==> src/rtl/prog_loader.sv <==
// prog_loader: packs a low-byte-first byte stream into 16-bit words and
// writes them to program memory while holding the CPU in reset.
// Ports: clk, rstz (async, active-low); start/abort/base/len load control;
//        byte_in/byte_valid/byte_ready stream; pg/pg_addr/pg_instr write
//        port; cpu_rstz CPU hold; busy/done/err status.
module prog_loader #(
    parameter int MAX_WORDS = 2048
) (
    input  logic        clk,
    input  logic        rstz,
    input  logic        start,
    input  logic        abort,
    input  logic [15:0] base,
    input  logic [11:0] len,
    input  logic [7:0]  byte_in,
    input  logic        byte_valid,
    output logic        byte_ready,
    output logic [15:0] pg_instr,
    output logic [15:0] pg_addr,
    output logic        pg,
    output logic        cpu_rstz,
    output logic        busy,
    output logic        done,
    output logic        err
);

    typedef enum logic [2:0] {
        IDLE, LO, HI, WRITE, DONE
    } state_t;

    state_t      state, state_d;
    logic [15:0] base_q;
    logic [11:0] len_q;
    logic [11:0] idx_q;
    logic [7:0]  lo_q;
    logic        start_bad;
    logic        xfer;
    logic        last_word;

    assign start_bad = base[0] | ({1'b0, len} > 13'(MAX_WORDS));
    assign xfer      = byte_valid & byte_ready;
    assign last_word = (idx_q == len_q - 12'd1);

    always_ff @(posedge clk or negedge rstz) begin
        if (!rstz) state <= IDLE;
        else       state <= state_d;
    end

    always_comb begin
        state_d = state;
        unique case (state)
            IDLE: begin
                if (start && !start_bad) begin
                    if (len == '0) state_d = DONE;
                    else           state_d = LO;
                end
            end
            LO: begin
                if (abort)     state_d = IDLE;
                else if (xfer) state_d = HI;
            end
            HI: begin
                if (abort)     state_d = IDLE;
                else if (xfer) state_d = WRITE;
            end
            WRITE: begin
                if (abort)          state_d = IDLE;
                else if (last_word) state_d = DONE;
                else                state_d = LO;
            end
            DONE:    state_d = IDLE;
            default: state_d = IDLE;
        endcase
    end

    always_comb begin
        byte_ready = 1'b0;
        pg         = 1'b0;
        done       = 1'b0;
        busy       = (state != IDLE);
        unique case (state)
            LO:      byte_ready = 1'b1;
            HI:      byte_ready = 1'b1;
            WRITE:   pg         = 1'b1;
            DONE:    done       = 1'b1;
            default: ;
        endcase
    end

    // The write word/address are captured on the high-byte transfer so
    // they are valid during WRITE and simply hold afterwards.  Gating on
    // state_d keeps an aborted half-word from disturbing them.
    always_ff @(posedge clk or negedge rstz) begin
        if (!rstz) begin
            base_q   <= '0;
            len_q    <= '0;
            idx_q    <= '0;
            lo_q     <= '0;
            pg_instr <= '0;
            pg_addr  <= '0;
            err      <= 1'b0;
            cpu_rstz <= 1'b0;
        end else begin
            err      <= (state == IDLE) & start & start_bad;
            // Registered from next state: low for the whole load, and
            // released on the first edge after reset or after DONE.
            cpu_rstz <= (state_d == IDLE);
            if (state == IDLE && state_d == LO) begin
                base_q <= base;
                len_q  <= len;
                idx_q  <= '0;
            end
            if (state == LO && xfer) lo_q <= byte_in;
            if (state == HI && state_d == WRITE) begin
                pg_instr <= {byte_in, lo_q};
                pg_addr  <= base_q + {3'b000, idx_q, 1'b0};
            end
            if (state == WRITE && state_d == LO) idx_q <= idx_q + 12'd1;
        end
    end

endmodule

==> config.mk <==
export PLATFORM = sky130hd
export DESIGN_NAME = prog_loader
export DESIGN_NICKNAME = d
export VERILOG_FILES = /design/src/rtl/prog_loader.sv
export SDC_FILE = /design/constraint.sdc
export NUM_CORES = 1
export LEC_CHECK = 0
export CAP_MARGIN = 20
export CORE_MARGIN = 2
export CORE_UTILIZATION = 42
export CTS_BUF_LIST = sky130_fd_sc_hd__clkbuf_4
export DETAILED_ROUTE_END_ITERATION = 7
export PLACE_DENSITY = 0.66
export SLEW_MARGIN = 10
export SYNTH_ARGS = -nofsm -noshare
export SYNTH_HDL_FRONTEND = slang
export SYNTH_SLANG_ARGS = --single-unit
==> constraint.sdc <==
create_clock -name clk -period 3.6 [get_ports clk]
set_clock_uncertainty 0.05 [all_clocks]
set_input_delay 0.9 -clock clk [delete_from_list [all_inputs] [get_ports clk]]
set_output_delay 0.9 -clock clk [all_outputs]
set_load 0.02 [all_outputs]
==> flow_summary.ini <==
[sta]
finalMaxSlewViolations = 0
layout_setup_ws_ns = 0.4775
fmax_mhz = 320.3
setup_violations = 0
grt_setup_unrepaired = no
slew_headroom_pct = 58.66
post-route-min-period_ns = 3.123
finalCritPeriodShare_pct = 86.74
finalHoldViolations = 0
worst_slew_pin_slew_ns = 0.6184
final.setup.tns_ns = 0

[power_and_ir_drop]
p_int_mw = 1.771
p_total_mw = 2.715
power.density_nw_per_um2 = 481.4
irDropWorstVdd_mv = 0.3074
pwr-share-clk_pct = 19.4
combPwrFrac_pct = 32.6
leakage_nw = 2.499
p_sw_mw = 0.9444
p_seq_share_pct = 48.1
swShare_pct = 34.78

[worst_setup_path]
path_cells = or4_4 > or3_4 > a2111oi_4 > o211ai_2 > a2111oi_4 > buf_4 > or4_2 > nand3_1
cp-end-kind = register
cp.buffers_inverters = 1
path_max_fanout = 20
timing_worst_setup_path_type = register to register
cp-start-kind = register
cpPeakStageDelay_ns = 0.58
cp_data_required_time_ns = 3.90
crit_family = simple AND/OR/NAND/NOR gates
critPathSlowestCell = or4_4
crit_top_cell = a2111oi_4
cp.arrival_ns = 3.42

[floorplanning]
start_util_pct = 42.62
die_w_um = 108.4
io_pins = 79
die-area_um2 = 11750
die_h_um = 108.4
core_um2 = 10750
rows = 38

[cells_and_area]
num-nets-final = 598
n_fill_cell = 1031
final_cell_mix = nand2_1, dfrtp_1, clkdlybuf4s50_1, mux2_2, o21ai_0
ff_latch_area_um2 = 2127
multi_input_area_um2 = 2308
antennaDiodeCount = 0
final_common_cell = nand2_1
areaGrowthSynthToFinish_pct = 23.17
final_layout_size_suffix_gt1_share_pct = 13.71

[synth]
synth_edf_count = 0
synth-seq-cells = 85
syn_area_um2 = 4579
synthSimpleGateAreaFrac_pct = 20.96
synth_top_family_by_area = simple AND/OR/NAND/NOR gates
synthFlopType = dfrtp_1
synth-async-reset-ratio_pct = 100.0
synth_cell_types = 59
syn-num-nets = 520
synth.area.mux_share_pct = 8.798
yosysWarningCount = 0
synthXorXnorAreaFrac_pct = 4.973
avgSynthCellArea_um2 = 9.869
synth_cells = 464
synth_compound_area_share_pct = 11.42
synthAdderAreaFrac_pct = 4.262
ys_seq_area_share_pct = 46.45

[drt]
drt_first_pass_iters = 4
postRouteAntennaNets = 0
drtIter0Drc = 181
vias_per_cell = 5.258
drc_errors = 0
via_count = 3612
wl_per_cell_um = 14.81
drt-total-wl_mm = 10.18

[placement]
gp_congestion = 0.8089
post-dp-hpwl_mm = 7.270
pre_cts_ws_ns = 0.4924
portBuffers = 78

[clock_network]
cts.path.max_buffers = 2
cts_resized = 0
numCtsBuffers = 9
htreeDepth = 3
clk_pin_slew_ns = 0.14
hold_buffers = 0
clk_latency_ns = 0.46
cts_tree = done
cts.sinks = 85
cts_setup_buffers = 0
root_buffer = clkbuf_4

[global_routing]
grt_max_degree = 86
grt_first_pass_wirelength_mm = 17.43
first_global_vias = 3678
antenna_found_initial = 0
overflow = 0
grt_usage_pct = 18.87

[run_status]
status = completed

[run]
maxCapViolations = 0

[hold_path]
hold_class = primary input to asynchronous set/reset pin
==> path summary, 6_finish.rpt <==
path / endpoint / depth (start not counted) / slack (ns) / from
max: idx_q[8]$_DFFE_PN0P_ / 8 / 0.48 / len_q[6]$_DFFE_PN0P_
min in group clk: pg_addr[10]$_DFFE_PN0P_ / 2 / 0.44 / pg_addr[10]$_DFFE_PN0P_
max in group asynchronous: len_q[1]$_DFFE_PN0P_ / 2 / 2.61 / rstz
min: pg_addr[12]$_DFFE_PN0P_ / 1 / 0.29 / rstz
max reg2reg: idx_q[8]$_DFFE_PN0P_ / 8 / 0.48 / len_q[6]$_DFFE_PN0P_
min reg2reg: pg_addr[10]$_DFFE_PN0P_ / 2 / 0.44 / pg_addr[10]$_DFFE_PN0P_
==> power by group through the flow <==
| stage | registers, mW | logic, mW | clock network, mW |
|---|---|---|---|
| after floorplan | 1.41 | 0.408 | 0 |
| after global placement | 1.32 | 0.870 | 0 |
| after detailed placement | 1.33 | 0.890 | 0 |
| after CTS | 1.31 | 0.893 | 0.548 |
| after global routing | 1.34 | 0.971 | 0.583 |
| final | 1.31 | 0.884 | 0.526 |
==> logic make-up after synthesis <==
kind of cell,after synthesis
AND/OR/NAND/NOR,201
flip-flops,85
AO/OA/AOI/OAI,73
multiplexers,36
buffers and inverters,28
XOR/XNOR,26
adder cells (fa/ha/maj),15
==> synthesized netlist by cell type (4+ instances only) <==
master    number  area, um^2
a211oi_1       4       30.03
a21o_1         4       30.03
a21oi_1       10       50.05
clkbuf_1      12       45.04
dfrtp_1       85        2127
ha_1          14       175.2
inv_1          8       30.03
mux2_2        30       337.8
mux2i_1        5       50.05
nand2_1      112       420.4
nand2b_1       4       25.02
nand3_1       13       65.06
nand4b_1       5       43.79
nor2_1        17       63.81
nor3_1        10       50.05
nor4_1         5       31.28
o211ai_1       9       67.56
o21ai_0       24       120.1
or3_1          5       31.28
xnor2_1       15       131.4
xor2_1        11       96.34
==> state kept, by name (all words and copies together) (netlist names) <==
name / cells
base_q: 16
pg_addr: 16
pg_instr: 16
idx_q: 12
len_q: 12
lo_q: 8
state: 3
cpu_rstz: 1
err: 1
==> area by class of cell <==
class	instances	share of cell area, %
timing repair buffer	87	15.35
clock inverter	6	1.043
tap	140	3.106
sequential	85	37.71
clock buffer	10	1.331
inverter	8	0.5324
multi-input combinational	351	40.93
==> metal layers <==
metal / track usage (%) / part of all wire, %
met2: 30.36 / 47
met4: 7.875 / 1.6
met5: 0 / 0
met1: 24.87 / 47
met3: 3.737 / 4.1
==> per-stage QoR <==
step / cell area, um^2 / hold WS, ns / utilization (%) / cells
global route: 5640 / 0.2835 / 52.49 / 687
finish: 5640 / 0.2888 / 52.49 / 687
global placement: 5479 / 0.4126 / 50.99 / 670
floorplan: 4579 / 0.3994 / - / 464
detailed placement: 5479 / 0.4199 / 50.99 / 670
CTS: 5613 / 0.4526 / 52.24 / 686
==> worst register-to-register path, delay by kind of cell, from the launching register on <==
| kind | cells | cell delay [ns] |
|---|---|---|
| DFF | 1 | 0.52 |
| and+or+nand+nor | 4 | 1.19 |
| buffers and inverters | 1 | 0.31 |
| AOI/OAI and AO/OA | 3 | 0.97 |
Power figures use the tool's default switching activity.
